===== config.mk =====
export PLATFORM = sky130hd
export DESIGN_NAME = traffic_phase_ctrl
export DESIGN_NICKNAME = d
export VERILOG_FILES = /design/src/rtl/traffic_phase_ctrl.sv
export SDC_FILE = /design/constraint.sdc
export NUM_CORES = 1
export LEC_CHECK = 0
export ABC_AREA = 1
export ABC_CLOCK_PERIOD_IN_PS = 3150
export CORE_UTILIZATION = 45
export CTS_BUF_LIST = sky130_fd_sc_hd__clkbuf_8
export CTS_CLUSTER_DIAMETER = 120
export DETAILED_ROUTE_END_ITERATION = 8
export GPL_TIMING_DRIVEN = 0
export PLACE_DENSITY = 0.74
export SLEW_MARGIN = 30
export SYNTH_ARGS = -nofsm -noshare
export SYNTH_HDL_FRONTEND = slang
export SYNTH_SLANG_ARGS = --single-unit

===== constraint.sdc =====
create_clock -name clk -period 3.15 [get_ports clk]
set_input_delay 0.945 -clock clk [delete_from_list [all_inputs] [get_ports clk]]
set_output_delay 0.945 -clock clk [all_outputs]
set_load 0.1 [all_outputs]

===== src/rtl/traffic_phase_ctrl.sv =====
// Round-robin multi-phase signal controller with integrated interval timer, sensor extension and all-red walk phase.
// Moore outputs registered from next-state, so lamps change on the same edge as the state; no backpressure (tick-paced).
module traffic_phase_ctrl #(
  parameter int NUM_PHASES = 2,
  parameter int CNT_W      = 4,
  parameter int T_BASE     = 6,
  parameter int T_EXT      = 3,
  parameter int T_YEL      = 2,
  parameter int T_WALK     = 3
) (
  input  logic                    clk,
  input  logic                    Reset_n,
  input  logic                    tick,
  input  logic [NUM_PHASES-1:0]   Sensor_Sync,
  input  logic                    WR,
  input  logic                    Prog_Sync,
  input  logic [1:0]              Time_Sel,
  input  logic [CNT_W-1:0]        Time_Value,
  output logic [3*NUM_PHASES-1:0] Lights,
  output logic                    Walk,
  output logic                    WR_Reset,
  output logic [1:0]              Phase
);

  localparam logic [1:0] GREEN     = 2'd0;
  localparam logic [1:0] GREEN_EXT = 2'd1;
  localparam logic [1:0] YELLOW    = 2'd2;
  localparam logic [1:0] WALK      = 2'd3;

  localparam logic [1:0] LAST_PHASE = 2'(NUM_PHASES - 1);

  // Counter holds (interval-1); a zero interval behaves as one tick.
  function automatic logic [CNT_W-1:0] load_val(input logic [CNT_W-1:0] v);
    return (v == '0) ? '0 : v - 1'b1;
  endfunction

  function automatic logic [3*NUM_PHASES-1:0] lamps(input logic [1:0] st, input logic [1:0] ph);
    logic [3*NUM_PHASES-1:0] l;
    l = '0;
    for (int p = 0; p < NUM_PHASES; p++) begin
      if (st != WALK && ph == 2'(p))
        l[3*p +: 3] = (st == YELLOW) ? 3'b010 : 3'b001;
      else
        l[3*p +: 3] = 3'b100;
    end
    return l;
  endfunction

  logic [1:0]       state, nxt_state;
  logic [1:0]       phase, nxt_phase;
  logic [CNT_W-1:0] cnt, nxt_cnt;
  logic [CNT_W-1:0] t_base, t_ext, t_yel, t_walk;
  logic             walk_req;
  logic             enter_walk;
  logic             sensor_hit;
  logic             expire;

  assign expire = tick && (cnt == '0);

  always_comb begin
    sensor_hit = 1'b0;
    for (int p = 0; p < NUM_PHASES; p++)
      if (phase == 2'(p)) sensor_hit = Sensor_Sync[p];
  end

  always_comb begin
    nxt_state  = state;
    nxt_phase  = phase;
    enter_walk = 1'b0;
    nxt_cnt    = (tick && cnt != '0) ? cnt - 1'b1 : cnt;
    if (Prog_Sync) begin
      // Restart uses the freshly written base when the base itself is programmed.
      nxt_state = GREEN;
      nxt_phase = 2'd0;
      nxt_cnt   = load_val((Time_Sel == 2'd0) ? Time_Value : t_base);
    end else if (expire) begin
      case (state)
        GREEN: begin
          if (sensor_hit) begin
            nxt_state = GREEN_EXT;
            nxt_cnt   = load_val(t_ext);
          end else begin
            nxt_state = YELLOW;
            nxt_cnt   = load_val(t_yel);
          end
        end
        GREEN_EXT: begin
          nxt_state = YELLOW;
          nxt_cnt   = load_val(t_yel);
        end
        YELLOW: begin
          if (phase != LAST_PHASE) begin
            nxt_state = GREEN;
            nxt_phase = phase + 2'd1;
            nxt_cnt   = load_val(t_base);
          end else if (walk_req) begin
            nxt_state  = WALK;
            enter_walk = 1'b1;
            nxt_cnt    = load_val(t_walk);
          end else begin
            nxt_state = GREEN;
            nxt_phase = 2'd0;
            nxt_cnt   = load_val(t_base);
          end
        end
        default: begin
          nxt_state = GREEN;
          nxt_phase = 2'd0;
          nxt_cnt   = load_val(t_base);
        end
      endcase
    end
  end

  always_ff @(posedge clk or negedge Reset_n) begin
    if (!Reset_n) begin
      state    <= GREEN;
      phase    <= 2'd0;
      cnt      <= load_val(CNT_W'(T_BASE));
      t_base   <= CNT_W'(T_BASE);
      t_ext    <= CNT_W'(T_EXT);
      t_yel    <= CNT_W'(T_YEL);
      t_walk   <= CNT_W'(T_WALK);
      walk_req <= 1'b0;
      Lights   <= lamps(GREEN, 2'd0);
      Walk     <= 1'b0;
      WR_Reset <= 1'b0;
      Phase    <= 2'd0;
    end else begin
      state <= nxt_state;
      phase <= nxt_phase;
      cnt   <= nxt_cnt;
      if (Prog_Sync) begin
        case (Time_Sel)
          2'd0:    t_base <= Time_Value;
          2'd1:    t_ext  <= Time_Value;
          2'd2:    t_yel  <= Time_Value;
          default: t_walk <= Time_Value;
        endcase
      end
      // Clearing on WALK entry wins over a coincident request.
      if (enter_walk)
        walk_req <= 1'b0;
      else if (WR)
        walk_req <= 1'b1;
      Lights   <= lamps(nxt_state, nxt_phase);
      Walk     <= (nxt_state == WALK);
      WR_Reset <= enter_walk;
      Phase    <= nxt_phase;
    end
  end

endmodule


Yosys cells after proc, flatten, opt, wreduce, memory -nomap -nowiden. Index checks and enable logic that the tools add are counted.

Reductions and logical operators: 22. Add/sub/neg operators: 7. Bitwise gates (word level): 1. Mux-type cells: 36. Equal/unequal tests: 10.

Operators with widths (number): 4-bit 2-to-1 mux (12); 4-bit zero test (6); 4-bit by 1-bit subtractor with 4-bit output (second input constant) (6); 2-bit 2-to-1 mux (10); 4-bit one-hot mux with 3 select lines (1); 1-bit 2-to-1 mux (9); 2-bit by 1-bit equality test with 1-bit output (second input constant) (4); 2-bit equality test (second input constant) (4); 2-bit zero test (4); 3-bit 2-to-1 mux (2); 2-bit one-hot mux with 3 select lines (1); 2-bit AND reduction (3); 1-bit logical AND (4); 2-bit one-hot mux with 2 select lines (1); 4-bit nonzero test (1); 3-bit nonzero test (1); 3-bit OR reduction (1); 2-bit by 1-bit adder with 2-bit output (second input constant) (1); 2-bit by 1-bit inequality test with 1-bit output (second input constant) (1); 2-bit inequality test (second input constant) (1); 2-bit nonzero test (1); 2-bit OR reduction (1); 1-bit inverter (1).

Output and inout bits: 10. Register bits after elaboration: 33. Input bits: 13. Logic and storage cells: 87.

Longest topological paths before layout. Gate-level depths: netlist of the first run.

Depth in word-level cells: 10. Gate-level depth with buffers: 13. Mapped depth without buffers: 13.

Least setup slack after synthesis of the first run. No wires, ideal clock.

Path type: register to register. From: reg phase[1]. To: reg Lights[1]. Setup time: 71 ps. Required time: 3079 ps. Arrival: 1892 ps. Slack: 1187 ps. Buffers on the path: 0. Clock period less this slack: 1963 ps. Cell stages (with the launch flop): 11. Cell sequence: dfrtp_1 inv_1 nand3_2 inv_2 nand2_4 inv_2 o21ai_2 nand2_2 nor2_8 nand2_2 nor2_1.

Cells in the longest elaborated chain, start to end: 10. Elaborated cells between the ends (all ways): 22. Those cells by class: 1 x add/sub; 4 x eq/ne; 14 x mux; 3 x reduce/logical.

RTL lines: from (decl) (line 50) `logic [1:0] phase, nxt_phase;`; from (signal assigned) (line 131) `phase <= nxt_phase;`; 2-bit zero test (line 63) `if (phase == 2'(p)) sensor_hit = Sensor_Sync[p];`; 1-bit 2-to-1 mux (2 in a row) (line 63); 2-bit 2-to-1 mux (line 79) `if (sensor_hit) begin`; 2-bit one-hot mux with 3 select lines (*) (line 77) `case (state)`; 2-bit 2-to-1 mux (*) (line 76) `end else if (expire) begin`; 2-bit 2-to-1 mux (*) (line 71) `if (Prog_Sync) begin`; net nxt_state[1] (line 49) `logic [1:0] state, nxt_state;`; 2-bit equality test / 2-bit inequality test (equally long branches) (line 42, 41); 2-bit 2-to-1 mux / 1-bit logical AND (equally long branches) (line 42, 41); 3-bit 2-to-1 mux (*) (line 41) `if (st != WALK && ph == 2'(p))`; to (signal assigned) (line 125) `Lights <= lamps(GREEN, 2'd0);`; to (signal assigned) (line 146) `Lights <= lamps(nxt_state, nxt_phase);`; to (decl) (line 19) `output logic [3*NUM_PHASES-1:0] Lights,`.

The timed path passes the listed nets; every way through them passes the cells marked *. A chain may end at the register's enable or synchronous reset.

Worst setup path after layout of the first run.
From: reg Lights[5]. To: out Lights[5].

No word-level cell between the ends.

==> flow_summary.yaml, run 1 <==
route:
  wl_um: 4380
  via_per_inst: 4.87
  drt_drc_violations_left: 0
  vias: 1859
  drt_iter0_markers: 124
  ant_nets: 0
  first_pass_iters: 4
  wl_per_cell_um: 11.5
setup_path:
  cp.buffers_inverters: 1
  crit_family: "buffers and inverters"
  critPathCaptureType: "primary output"
  arrival_ns: 1.92
  slowest_stage: "clkdlybuf4s50_1"
  max_stage_delay_ns: 1.12
  worstPathMaxFanout: 1
  criticalPathCategory: "flop to primary output"
  crit_required_ns: 2.20
  path_cells: "clkdlybuf4s50_1"
  cp-start-kind: "flop"
place:
  dp_hpwl_um: 3510
  pre_cts_ws_ns: 0.589
  port_buffers: 22
  gp_congestion: 0.894
sta:
  final.setup_skew_ns: 0.00473
  worst_slack_ns: 0.285
  worstMarginPinSlew_ns: 0.977
  fin_crit_ns: 2.87
  fin_crit_sh: 0.910
  setup_viol: 0
  setup-tns-final_ns: 0
  slew_violations: 0
  rsz0062_at_grt: "false"
  hold_viol: 0
  slew_headroom: 0.346
  fmax_ghz: 0.349
clocking:
  clk_pin_slew_ns: 0.06
  cts_resized: 0
  post-cts-setup-buffers: 0
  clock-sinks: 33
  h-tree-depth: 2
  cts_tree: "yes"
  root_buffer: "clkbuf_8"
  cts_inserted_buffers: 5
  cts_hold_buf: 0
  cts_buffer_depth: 2
  clkLatencyLatePin_ns: 0.29
die:
  ios: 23
  die-area_mm2: 0.00511
  start_util: 0.483
  rows: 24
  fp.dieH_um: 71.5
  fp.coreArea_mm2: 0.00450
  die_x_um: 71.5
synth:
  synth-warning-count: 0
  synthCells: 299
  synthArstFlopShare: 1.00
  syn-num-nets: 320
  synth-seq-cells: 33
  synth_area_mm2: 0.00217
  ys.flop_type: "dfrtp_1"
  synth_edf_count: 0
  ys_types: 31
  synth.avg_cell_area_um2: 7.27
  post-synth-top-area-fraction: 0.253
  synth_top_cell_by_area: "dfrtp_1"
  ys_top_cells_by_area: "dfrtp_1, nand2_1, dfstp_2, inv_1, nand3_1"
  ys_seq_area_frac: 0.386
pwr:
  ir_drop_uv: 291
  leakagePower_nw: 1.28
  p_seq_frac: 0.441
  p_clk_frac: 0.241
  p_sw_w: 0.000437
  pwr_density_cell_mw_per_mm2: 479
  swShare: 0.356
  p_comb_frac: 0.317
  intPower_w: 0.000790
global_route:
  grt_usage: 0.198
  grt_pass1_vias: 1782
  grt.overflow.total: 0
  grt_max_degree: 20
  grt_pass1_wl_um: 7850
  antenna_found_initial: 0
finish:
  num_antenna_cells: 0
  fin_nets: 350
  drive_above_1_share: 0.167
  layout.cells.most_common: "nand2_1"
  area_delta_synth_final_pct: 17.8
  final_cell_mix: "nand2_1, inv_1, nor2_1, nand3_1, dfrtp_1"
  fill_cells: 419
run:
  maxCapViolCount: 0
hold_path:
  hold_path_class: "flop to flop"
run_status:
  status: "finished clean"
==> power by group through the flow <==
stage	clock, W	combinational [W]	sequential (W)
final	0.000296	0.000389	0.000541
after global routing	0.000317	0.000453	0.000550
after CTS	0.000301	0.000392	0.000542
after detailed placement	0	0.000391	0.000549
after global placement	0	0.000379	0.000547
after floorplan	0	0.000284	0.000553
==> final timing paths <==
path	startpoint	endpoint	slack [ns]	depth (start not counted)
max	Lights[5]	Lights[5]	0.28	1
min	t_ext[0]	t_ext[0]	0.48	2
max reg2reg	cnt[0]	Lights[2]	1.44	10
min reg2reg	t_ext[0]	t_ext[0]	0.48	2
max in group asynchronous	Reset_n	Lights[0]	2.07	2
min in group asynchronous	Reset_n	t_yel[3]	0.58	1
==> registers in the layout (all words and copies together), names as in the netlist <==
name and count:
WR_Reset 1, Walk 1, cnt 4, t_walk 4, t_ext 4, t_base 4, t_yel 4, phase 2
walk_req 1, state 2, Lights 6
==> tightest hold or removal path, stage by stage (launching register included) <==
cell and delay [ns]:
dfstp_2 0.37, nand2_1 0.05, o21ai_1 0.05
==> layout make-up <==
cell class	count	area, um^2	area share
plain buffers	2	18.8	0.00732
multi-input cells	216	1130	0.441
flip-flops and latches	33	840	0.328
clock inverters	3	11.3	0.00439
repair buffers	23	243	0.0947
inverters	48	185	0.0723
well taps	52	65.1	0.0254
clock buffers	5	68.8	0.0269
==> cells in the mapped netlist (2+ instances only) <==
| master | n |
|---|---|
| nand2_1 | 78 |
| inv_1 | 38 |
| nor2_1 | 33 |
| nand3_1 | 28 |
| dfrtp_1 | 22 |
| a21oi_1 | 14 |
| o21ai_0 | 13 |
| dfstp_2 | 11 |
| inv_2 | 9 |
| ha_1 | 8 |
| nand2_2 | 8 |
| o21ai_2 | 6 |
| o21ai_1 | 5 |
| nor2_2 | 3 |
| o21bai_1 | 3 |
| nand4_1 | 2 |
| nor2_4 | 2 |
| nor3_1 | 2 |
| xnor2_1 | 2 |
==> cell families (layout without fill, tap and decap cells) <==
kind of cell             after synthesis  after routing  share of synthesized area
AND/OR/NAND/NOR                      162            162                      0.342
buffers and inverters                 50             81                     0.0938
AO/OA/AOI/OAI                         44             44                      0.124
flip-flops                            33             33                      0.386
adder cells (fa/ha/maj)                8              8                     0.0460
XOR/XNOR                               2              2                    0.00806
==> stage by stage <==
stage                util  hold WS (ns)  area [um^2]  total power [W]  cells
detailed placement  0.551         0.468         2480         0.000940    374
global route        0.569         0.518         2560          0.00132    382
global placement    0.546         0.467         2460         0.000926    373
finish              0.569         0.478         2560          0.00123    382
CTS                 0.569         0.478         2560          0.00124    382
floorplan               -         0.453         2170         0.000837    299
==> metal layers <==
layer  vias up  wire length [um]  global-route usage
met5         -                 0                   0
met4         0                64              0.0654
met3         6               126              0.0436
met2        21              2030               0.327
met1       825              2160               0.260
li1       1007                 -                   -
No activity file was read; power rests on OpenSTA's default activity.
==> run 2, diff against run 1 <==
--- a/config.mk
+++ b/config.mk
@@ -7,12 +7,12 @@
 export LEC_CHECK = 0
 export ABC_AREA = 1
 export ABC_CLOCK_PERIOD_IN_PS = 3150
-export CORE_UTILIZATION = 45
+export CORE_UTILIZATION = 35
 export CTS_BUF_LIST = sky130_fd_sc_hd__clkbuf_8
 export CTS_CLUSTER_DIAMETER = 120
 export DETAILED_ROUTE_END_ITERATION = 8
 export GPL_TIMING_DRIVEN = 0
-export PLACE_DENSITY = 0.74
+export PLACE_DENSITY = 0.62
 export SLEW_MARGIN = 30
 export SYNTH_ARGS = -nofsm -noshare
 export SYNTH_HDL_FRONTEND = slang
==> flow_summary.yaml, run 2 (same netlist as run 1, synthesis figures left out) <==
die:
  rows: 28
  die-area_mm2: 0.00653
  fp.coreArea_mm2: 0.00596
  die_x_um: 80.8
  ios: 23
  fp.dieH_um: 80.8
  start_util: 0.365
route:
  drt_drc_violations_left: 0
  drt_iter0_markers: 135
  ant_nets: 0
  first_pass_iters: 4
  vias: 1917
  via_per_inst: 4.73
  wl_per_cell_um: 11.3
  wl_um: 4590
clocking:
  cts_tree: "yes"
  h-tree-depth: 2
  cts_hold_buf: 0
  clkLatencyLatePin_ns: 0.28
  cts_resized: 0
  clk_pin_slew_ns: 0.07
  cts_buffer_depth: 2
  root_buffer: "clkbuf_8"
  post-cts-setup-buffers: 0
  cts_inserted_buffers: 5
  clock-sinks: 33
setup_path:
  slowest_stage: "clkdlybuf4s50_1"
  crit_required_ns: 2.20
  path_cells: "clkdlybuf4s50_1"
  max_stage_delay_ns: 1.12
  criticalPathCategory: "flop to primary output"
  worstPathMaxFanout: 1
  critPathCaptureType: "primary output"
  cp.buffers_inverters: 1
  cp-start-kind: "flop"
  crit_family: "buffers and inverters"
  arrival_ns: 1.91
run:
  maxCapViolCount: 0
pwr:
  p_seq_frac: 0.435
  p_comb_frac: 0.315
  p_clk_frac: 0.250
  intPower_w: 0.000792
  ir_drop_uv: 188
  leakagePower_nw: 1.28
  swShare: 0.363
  p_sw_w: 0.000451
  pwr_density_cell_mw_per_mm2: 479
sta:
  final.setup_skew_ns: 0.00471
  hold_viol: 0
  setup-tns-final_ns: 0
  worst_slack_ns: 0.290
  slew_headroom: 0.349
  worstMarginPinSlew_ns: 0.974
  slew_violations: 0
  fin_crit_ns: 2.86
  setup_viol: 0
  fmax_ghz: 0.350
  rsz0062_at_grt: "false"
  fin_crit_sh: 0.908
global_route:
  grt_usage: 0.162
  grt_pass1_vias: 1850
  grt.overflow.total: 0
  grt_pass1_wl_um: 8110
  grt_max_degree: 19
  antenna_found_initial: 0
finish:
  area_delta_synth_final_pct: 19.3
  final_core_util: 0.436
  top_register: "Lights"
  layout.cells.most_common: "nand2_1"
  fin_nets: 350
  final_cell_mix: "nand2_1, inv_1, nor2_1, nand3_1, dfrtp_1"
  largest_reg_flops: 6
  num_antenna_cells: 0
  drive_above_1_share: 0.173
place:
  gp_congestion: 0.796
  dp_hpwl_um: 3640
  pre_cts_ws_ns: 0.542
  port_buffers: 22
run_status:
  status: "finished clean"
hold_path:
  hold_path_class: "flop to flop"
[run 2: metal layers]
metal  routed length [um]  track usage
met4                  112       0.0839
met1                 2150        0.202
met5                    0            0
met3                  157       0.0247
met2                 2170        0.270
[run 2: path summary, 6_finish.rpt]
kind                            startpoint         to  slack [ns]  cells past startpoint
worst min register to register    t_ext[0]   t_ext[0]        0.48                      2
worst max register to register      cnt[0]  Lights[2]        1.43                     10
worst min-delay path              t_ext[0]   t_ext[0]        0.48                      2
min in group asynchronous          Reset_n     cnt[3]        0.60                      1
max in group asynchronous          Reset_n   t_yel[1]        2.03                      2
worst max-delay path             Lights[0]  Lights[0]        0.29                      1
[run 2: final cells by class]
type                            instances  area (um^2)
Fill cell                             621         3360
Multi-Input combinational cell        216         1130
Sequential cell                        33          840
Timing Repair Buffer                   23          243
Inverter                               48          185
Tap cell                               75         93.8
Clock buffer                            5         68.8
Buffer                                  2         18.8
Clock inverter                          3         13.8
[run 2: power by group through the flow]
stage               Combinational (W)  Clock, W  Sequential, W
detailed placement           0.000394         0       0.000549
global placement             0.000383         0       0.000547
floorplan                    0.000284         0       0.000553
global route                 0.000452  0.000337       0.000551
CTS                          0.000396  0.000321       0.000542
finish                       0.000391  0.000311       0.000541
[run 2: metrics by stage]
step / instances / instance area [um^2] / total power, W / hold WS, ns
floorplan: 299 / 2170 / 0.000837 / 0.453
global placement: 396 / 2490 / 0.000930 / 0.472
detailed placement: 397 / 2510 / 0.000944 / 0.478
CTS: 405 / 2590 / 0.00126 / 0.489
global route: 405 / 2590 / 0.00134 / 0.507
finish: 405 / 2590 / 0.00124 / 0.485
==> run 3, diff against run 2 <==
--- a/config.mk
+++ b/config.mk
@@ -7,6 +7,7 @@
 export LEC_CHECK = 0
 export ABC_AREA = 1
 export ABC_CLOCK_PERIOD_IN_PS = 3150
+export CORE_ASPECT_RATIO = 0.5
 export CORE_UTILIZATION = 35
 export CTS_BUF_LIST = sky130_fd_sc_hd__clkbuf_8
 export CTS_CLUSTER_DIAMETER = 120
==> flow_summary.yaml, run 3 (same netlist as run 1, synthesis figures left out) <==
finish:
  drive_above_1_share: 0.173
  area_delta_synth_final_pct: 20.9
  largest_reg_flops: 6
  final_core_util: 0.459
  final_cell_area_mm2: 0.00263
  fin_cells: 414
  layout.cells.most_common: "nand2_1"
  final_cell_mix: "nand2_1, inv_1, nor2_1, nand3_1, dfrtp_1"
  top_register: "Lights"
  fin_nets: 350
  num_antenna_cells: 0
setup_path:
  cp-start-kind: "flop"
  worstPathMaxFanout: 1
  slowest_stage: "clkdlybuf4s50_1"
  cp.buffers_inverters: 1
  arrival_ns: 1.94
  cp_num_cells: 1
  max_stage_delay_ns: 1.12
  crit_family: "buffers and inverters"
  rr_worst_depth: 10
  critPathCaptureType: "primary output"
  crit_required_ns: 2.20
  criticalPathCategory: "flop to primary output"
  path_cells: "clkdlybuf4s50_1"
place:
  dp_hpwl_um: 3900
  dpl_cell_area_mm2: 0.00252
  gp_congestion: 0.858
  port_buffers: 22
  dp_cells: 406
  pre_cts_ws_ns: 0.582
sta:
  setup_viol: 0
  worstMarginPinSlew_ns: 0.968
  setup-tns-final_ns: 0
  rsz0062_at_grt: "false"
  fin_crit_sh: 0.916
  fin_crit_ns: 2.89
  final.setup_skew_ns: 0.00860
  fmax_ghz: 0.346
  slew_violations: 0
  worst_slack_ns: 0.264
  slew_headroom: 0.353
  hold_viol: 0
route:
  ant_nets: 0
  route.met2.wl_um: 2190
  m1WireLength_um: 2510
  highest_layer: "met4"
  wl_um: 4940
  drt_drc_violations_left: 0
  via_per_inst: 4.66
  first_pass_iters: 4
  drt_iter0_markers: 105
  met3_length_um: 198
  vias: 1928
  wl_per_cell_um: 11.9
clocking:
  h-tree-depth: 2
  root_buffer: "clkbuf_8"
  clk_pin_slew_ns: 0.07
  cts_hold_buf: 0
  cts_resized: 0
  clock-sinks: 33
  cts_inserted_buffers: 5
  cts_tree: "yes"
  clkLatencyLatePin_ns: 0.29
  cts_buffer_depth: 2
  post-cts-setup-buffers: 0
global_route:
  grt_max_degree: 22
  grt_pass1_wl_um: 8370
  grt.overflow.total: 0
  antenna_found_initial: 0
  grt_usage: 0.167
  grt_pass1_vias: 1833
die:
  rows: 19
  ios: 23
  die-area_mm2: 0.00655
  die_x_um: 113
  fp.coreArea_mm2: 0.00573
  fp.dieH_um: 57.7
  start_util: 0.380
hold_path:
  whs_path_depth: 2
  hold_path_class: "flop to flop"
pwr:
  ir_drop_uv: 194
  p_comb_frac: 0.300
  pwr_density_cell_mw_per_mm2: 507
  leakagePower_nw: 1.29
  intPower_w: 0.000874
  p_seq_frac: 0.406
  p_clk_frac: 0.293
  swShare: 0.345
  p_sw_w: 0.000460
run:
  maxCapViolCount: 0
run_status:
  status: "finished clean"
==> run 3: metrics by stage <==
step | total power [W] | hold slack [ns]
floorplan | 0.000837 | 0.453
global placement | 0.000929 | 0.465
detailed placement | 0.000948 | 0.477
CTS | 0.00134 | 0.488
global route | 0.00143 | 0.516
finish | 0.00133 | 0.481
==> run 3: power by group through the flow <==
stage          registers, W  clock network [W]  logic (W)
2_1_floorplan      0.000553                  0   0.000284
3_3_place_gp       0.000546                  0   0.000383
3_5_place_dp       0.000548                  0   0.000400
4_1_cts            0.000542           0.000398   0.000402
5_1_grt            0.000551           0.000419   0.000457
6_report           0.000542           0.000391   0.000400
==> run 3: worst paths after layout <==
kind                       startpoint  slack [ns]         to
max                         Lights[0]        0.26  Lights[0]
min                          t_ext[0]        0.48   t_ext[0]
min in group asynchronous     Reset_n        0.55     cnt[1]
max in group asynchronous     Reset_n        2.08   t_ext[1]
max reg2reg                    cnt[0]        1.41  Lights[2]
min reg2reg                  t_ext[0]        0.48   t_ext[0]
==> run 3: final cells by class <==
cell class                      instances  area, um^2
Timing Repair Buffer                   23         243
Multi-Input combinational cell        216        1130
Buffer                                  2        18.8
Inverter                               48         185
Clock buffer                            5        68.8
Clock inverter                          3        38.8
Tap cell                               84         105
Sequential cell                        33         840
Fill cell                             583        3100
==> run 3: metal layers <==
metal / GRT usage / up-vias
met5: 0 / -
met4: 0.0602 / 0
met3: 0.0366 / 4
met2: 0.269 / 32
met1: 0.225 / 887
li1: - / 1005
==> edit 1 (settings of run 1) <==
Add an input register stage for `tick`, `Sensor_Sync`, `WR`, `Prog_Sync`, `Time_Sel` and `Time_Value`, without a reset; this delays them by one clock. Comments in the files are not updated.
--- a/src/rtl/traffic_phase_ctrl.sv
+++ b/src/rtl/traffic_phase_ctrl.sv
@@ -29,6 +29,22 @@
 
   localparam logic [1:0] LAST_PHASE = 2'(NUM_PHASES - 1);
 
+  logic tick_q;
+  logic [NUM_PHASES-1:0] Sensor_Sync_q;
+  logic WR_q;
+  logic Prog_Sync_q;
+  logic [1:0] Time_Sel_q;
+  logic [CNT_W-1:0] Time_Value_q;
+
+  always_ff @(posedge clk) begin
+    tick_q        <= tick;
+    Sensor_Sync_q <= Sensor_Sync;
+    WR_q          <= WR;
+    Prog_Sync_q   <= Prog_Sync;
+    Time_Sel_q    <= Time_Sel;
+    Time_Value_q  <= Time_Value;
+  end
+
   // Counter holds (interval-1); a zero interval behaves as one tick.
   function automatic logic [CNT_W-1:0] load_val(input logic [CNT_W-1:0] v);
     return (v == '0) ? '0 : v - 1'b1;
@@ -55,24 +71,24 @@
   logic             sensor_hit;
   logic             expire;
 
-  assign expire = tick && (cnt == '0);
+  assign expire = tick_q && (cnt == '0);
 
   always_comb begin
     sensor_hit = 1'b0;
     for (int p = 0; p < NUM_PHASES; p++)
-      if (phase == 2'(p)) sensor_hit = Sensor_Sync[p];
+      if (phase == 2'(p)) sensor_hit = Sensor_Sync_q[p];
   end
 
   always_comb begin
     nxt_state  = state;
     nxt_phase  = phase;
     enter_walk = 1'b0;
-    nxt_cnt    = (tick && cnt != '0) ? cnt - 1'b1 : cnt;
-    if (Prog_Sync) begin
+    nxt_cnt    = (tick_q && cnt != '0) ? cnt - 1'b1 : cnt;
+    if (Prog_Sync_q) begin
       // Restart uses the freshly written base when the base itself is programmed.
       nxt_state = GREEN;
       nxt_phase = 2'd0;
-      nxt_cnt   = load_val((Time_Sel == 2'd0) ? Time_Value : t_base);
+      nxt_cnt   = load_val((Time_Sel_q == 2'd0) ? Time_Value_q : t_base);
     end else if (expire) begin
       case (state)
         GREEN: begin
@@ -130,18 +146,18 @@
       state <= nxt_state;
       phase <= nxt_phase;
       cnt   <= nxt_cnt;
-      if (Prog_Sync) begin
-        case (Time_Sel)
-          2'd0:    t_base <= Time_Value;
-          2'd1:    t_ext  <= Time_Value;
-          2'd2:    t_yel  <= Time_Value;
-          default: t_walk <= Time_Value;
+      if (Prog_Sync_q) begin
+        case (Time_Sel_q)
+          2'd0:    t_base <= Time_Value_q;
+          2'd1:    t_ext  <= Time_Value_q;
+          2'd2:    t_yel  <= Time_Value_q;
+          default: t_walk <= Time_Value_q;
         endcase
       end
       // Clearing on WALK entry wins over a coincident request.
       if (enter_walk)
         walk_req <= 1'b0;
-      else if (WR)
+      else if (WR_q)
         walk_req <= 1'b1;
       Lights   <= lamps(nxt_state, nxt_phase);
       Walk     <= (nxt_state == WALK);
Formal check against the unedited RTL: not equivalent (Yosys sat finds a counterexample within 4 cycles, from zero or initial values and one cycle with Reset_n low).
==> edit 1 against run 1 <==
Wire length rose by 4.0%; core utilization is 0.11 points lower; sequential power increased by 28%; final cell count increased by 4.2%; synthesized cell count increased by 0.33%; first-iteration DRC count is 23% lower; total power up 20%; area after synthesis is 5.8% higher; fmax decreased by 0.63%; clock power up 38%; worst setup slack worse by 0.018 ns; sequential share of layout area rose by 6.0 points; sequential cell count grew 11; design area rose by 6.7%; critical path type unchanged.
==> edit 1: results (changes against run 1) <==
stage	metric	value	unit	change
status	status	complete, no violations		unchanged
placed_design	place_inst	390		was 374
placed_design	port_buffers	22		unchanged
pwr	ir_drop	0.000304	V	was 0.000291 V
yosys	muxShareOfSynthArea	0		unchanged
layout	drive_gt1_frac	0.130		was 0.167
global_routing	grt_usage	0.188		was 0.198
worst_hold_path	min_from	WR_q$_DFF_P_		was t_ext[0]$_DFFE_PN1P_
layout	fin_nets	351		was 350
global_routing	grt_pass1_vias	1749		was 1782
placed_design	pre_cts_ws	0.591	ns	was 0.589 ns
detailed_routing	dr_total_vias	1899		was 1859
yosys	synth_top_flop_cell	dfrtp_1		unchanged
timing	worst_pin_slew	0.977	ns	about the same
yosys	ys_types	33		was 31
clock_tree	cts_buffer_depth	2		unchanged
pwr	p_leak	1.33	nW	was 1.28 nW
clock_tree	cts_root_buffer	clkbuf_8		unchanged
clock_tree	numCtsBuffers	5		unchanged
worst_setup_path	reg2reg_depth	9		was 10
layout	num_antenna_cells	0		unchanged
timing	hold_ws	0.459	ns	was 0.478 ns
global_routing	grt_max_degree	19		was 20
clock_tree	cts_setup_buffers	0		unchanged
worst_setup_path	worstReg2RegStart	cnt[0]$_DFFE_PN1P_		unchanged
worst_hold_path	hold_end	walk_req$_DFFE_PN0P_		was t_ext[0]$_DFFE_PN1P_
layout	largest_reg_flops	6		unchanged
placed_design	place.detailed.hpwl	3.56	mm	was 3.51 mm
clock_tree	cts.clk_slew.worst_paths	0.07	ns	
yosys	synth_fa_ha_area_frac	0.0435		was 0.0460
yosys	ys_seq_area_frac	0.461		was 0.386
yosys	synth_xor_area_frac	0.0152		was 0.00806
global_routing	grt_pass1_wl	7.69	mm	was 7.85 mm
placed_design	place_congestion	0.937		was 0.894
detailed_routing	wl_per_cell	11.5	um	about the same
worst_setup_path	path_class	reg -> out		unchanged
placed_design	placed_area	0.00263	mm^2	was 0.00248 mm^2
worst_setup_path	path_delay_family	buffers and inverters		unchanged
detailed_routing	via_per_inst	4.77		was 4.87
worst_hold_path	min_path_cells	2		unchanged
worst_setup_path	cpPeakStageDelay	1.18	ns	was 1.12 ns
clock_tree	clk_latency	0.29	ns	about the same
timing	skew	0.00791	ns	was 0.00473 ns
detailed_routing	first_pass_iters	4		unchanged
clock_tree	cts_resized	0		unchanged
clock_tree	cts.htree.levels	2		unchanged
yosys	synth_common_cells	nand2_1, inv_1, nor2_1		unchanged
yosys	synthArstFlopShare	0.750		was 1.00
worst_setup_path	cp.arrival	1.94	ns	was 1.92 ns
worst_setup_path	cp_max_fo	6		was 1
layout	regMostFlops	Lights		unchanged
yosys	synth_compound_area_frac	0.0990		was 0.124
worst_hold_path	hold_path_class	reg -> reg		unchanged
yosys	syn_nets	321		was 320
detailed_routing	drt-initial-drc-count	96		was 124
worst_setup_path	reg2reg_to	Lights[2]$_DFF_PN0_		unchanged
yosys	synth_area_leaders	dfrtp_1, dfstp_2, nand2_1, dfxtp_1, inv_1		was dfrtp_1, nand2_1, dfstp_2, inv_1, nand3_1
yosys	yosysWarnings	0		unchanged
yosys	syn_inst	300		was 299
worst_setup_path	rrSetupSlack	1.47	ns	was 1.44 ns
## edit 1: cell types whose count changed after synthesis, moves of 4 or more
cell / run 1 / this run
dfxtp_1: 0 / 11
inv_2: 9 / 3
nand2_1: 78 / 72
o21ai_0: 13 / 19
inv_1: 38 / 43
o21ai_2: 6 / 1
nand2_2: 8 / 4
## edit 1: logic make-up after synthesis
group	count (synthesis)
AOI/OAI and AO/OA	41
xor gates and xnor gates	4
adders and majority gates	8
buffers and inverters	51
DFF	44
and+or+nand+nor	152
## edit 1: power by group
group / total (mW) / internal [mW] / switching (mW)
sequential: 0.690 / 0.638 / 0.0522
clock: 0.409 / 0.232 / 0.177
combinational: 0.370 / 0.143 / 0.228
total: 1.47 / 1.01 / 0.457
## edit 1: area by class of cell
cell class,instances,area (um^2)
buffer,3,23.8
clock buffer,5,68.8
clock inverter,3,38.8
fill,443,2080
inverter,48,180
multi-input combinational,205,1040
sequential,44,1060
tap,67,83.8
timing repair buffer,23,243
## edit 1: through the flow
step	util	power [mW]
3_5_place_dp	0.545	1.07
3_3_place_gp	0.541	1.05
6_report	0.568	1.47
4_1_cts	0.568	1.48
2_1_floorplan	-	0.969
5_1_grt	0.568	1.57
## edit 1: worst max-delay path by stage
stage	start	end	slack, ns	depth (start not counted)
after floorplan	phase[1]$_DFF_PN0_	Lights[2]$_DFF_PN0_	1.17	9
after global placement	Reset_n	phase[1]$_DFF_PN0_	0.44	1
after detailed placement	Lights[0]$_DFF_PN1_	Lights[0]	0.59	1
after CTS	Lights[0]$_DFF_PN1_	Lights[0]	0.26	1
after global routing	phase[0]$_DFF_PN0_	Phase[0]	0.21	1
final	phase[0]$_DFF_PN0_	Phase[0]	0.27	1
## edit 1: worst min-delay path: stages (launching register included)
cell	delay (ns)
dfxtp_1	0.30
nor2_1	0.08
nor2_1	0.05
## edit 1: layer usage
metal / global-route usage / routed length [um] / part of all wire
met5: 0 / 0 / 0
met4: 0.0662 / 73 / 0.016
met3: 0.0412 / 121 / 0.027
met2: 0.310 / 2180 / 0.48
met1: 0.244 / 2180 / 0.48
==> edit 2 (flow settings as in run 1) <==
Without the edit above. `NUM_PHASES`: 2 -> 1.
--- a/src/rtl/traffic_phase_ctrl.sv
+++ b/src/rtl/traffic_phase_ctrl.sv
@@ -1,7 +1,7 @@
 // Round-robin multi-phase signal controller with integrated interval timer, sensor extension and all-red walk phase.
 // Moore outputs registered from next-state, so lamps change on the same edge as the state; no backpressure (tick-paced).
 module traffic_phase_ctrl #(
-  parameter int NUM_PHASES = 2,
+  parameter int NUM_PHASES = 1,
   parameter int CNT_W      = 4,
   parameter int T_BASE     = 6,
   parameter int T_EXT      = 3,
Interface: changed (resized Lights and Sensor_Sync); port bits go from 23 to 19. No check against the original RTL was run, so the function may have changed too.
==> edit 2 against run 1 <==
Critical path depth stayed put; count of clock-buffer cells in the layout unchanged; sequential share of layout area is 0.66 points lower; non-clock buffer count decreased by 2; sequential cell count is 3 lower; design area fell by 7.2%; total power is 4.9% lower; hold slack gained 0.017 ns; die area fell by 5.1%; wire length rose by 1.2%; worst setup slack lost 0.0032 ns; clock skew increased by 0.0027 ns; area after synthesis is 5.2% lower.
==> edit 2: results (changes against run 1) <==
stage	metric	value	unit	change
status	status	complete, no violations		unchanged
yosys	ys_types	30		was 31
placed_design	placed_area	0.00230	mm^2	was 0.00248 mm^2
global_routing	grt_usage	0.203		was 0.198
yosys	synth_xor_area_frac	0.0170		was 0.00806
pwr	ir_drop	0.000307	V	was 0.000291 V
detailed_routing	wl_per_cell	12.4	um	was 11.5 um
timing	maxSlewHeadroom	0.343		was 0.346
detailed_routing	drt-initial-drc-count	114		was 124
global_routing	grt_pass1_vias	1661		was 1782
yosys	synth_common_cells	nand2_1, inv_1, nor2_1		unchanged
yosys	synth_fa_ha_area_frac	0.0668		was 0.0460
yosys	syn_nets	304		was 320
placed_design	place.detailed.hpwl	3.40	mm	was 3.51 mm
pwr	p_leak	1.20	nW	was 1.28 nW
yosys	synth_compound_area_frac	0.121		was 0.124
placed_design	port_buffers	18		was 22
yosys	ys_seq_area_frac	0.370		was 0.386
timing	skew	0.00741	ns	was 0.00473 ns
global_routing	grt_pass1_wl	7.69	mm	was 7.85 mm
placed_design	place_congestion	0.843		was 0.894
yosys	synth_area_leaders	dfrtp_1, nand2_1, dfstp_2, ha_1, inv_1		was dfrtp_1, nand2_1, dfstp_2, inv_1, nand3_1
layout	fin_nets	329		was 350
placed_design	pre_cts_ws	0.584	ns	was 0.589 ns
yosys	muxShareOfSynthArea	0		unchanged
detailed_routing	via_per_inst	5.01		was 4.87
global_routing	grt_max_degree	31		was 20
edit 2: cell types whose count changed in the layout (fill, tap and decap cells not counted), moves of 4 or more:
cell	change
nand3_1	-13
inv_2	-7
o21ai_0	+6
a21oi_2	+5
clkdlybuf4s50_1	-4
nand3b_1	+4
o21ai_1	-4
edit 2: metrics by stage:
stage	instances	utilization
floorplan	281	-
global placement	351	0.526
detailed placement	351	0.525
CTS	358	0.542
global route	358	0.542
finish	358	0.542
edit 2: path summary, 6_finish.rpt:
check	from	to	slack (ns)	cells past startpoint
setup / recovery	Lights[0]$_DFF_PN1_	Lights[0]	0.28	1
hold / removal	t_yel[0]$_DFFE_PN0P_	t_yel[0]$_DFFE_PN0P_	0.49	2
setup reg to reg	cnt[0]$_DFFE_PN1P_	Lights[0]$_DFF_PN1_	1.34	9
hold reg to reg	t_yel[0]$_DFFE_PN0P_	t_yel[0]$_DFFE_PN0P_	0.49	2
max in group asynchronous	Reset_n	t_ext[2]$_DFFE_PN0P_	2.06	1
min in group asynchronous	Reset_n	cnt[1]$_DFFE_PN0P_	0.67	1
edit 2: power by group:
part | switching [mW] | internal (mW)
sequential | 0.0475 | 0.454
combinational | 0.231 | 0.148
clock | 0.143 | 0.145
total | 0.421 | 0.746
edit 2: layout make-up:
class | count | area, um^2
Fill cell | 420 | 2010
Clock buffer | 5 | 68.8
Tap cell | 52 | 65.1
Timing Repair Buffer | 18 | 175
Buffer | 5 | 36.3
Multi-Input combinational cell | 208 | 1120
Inverter | 38 | 143
Sequential cell | 30 | 763
Clock inverter | 2 | 7.51
edit 2: routing by layer:
layer	track usage	share of wire	vias up
met5	0	0	-
met4	0.0778	0.017	0
met3	0.0552	0.047	8
met2	0.305	0.44	32
met1	0.278	0.50	813
li1	-	-	939
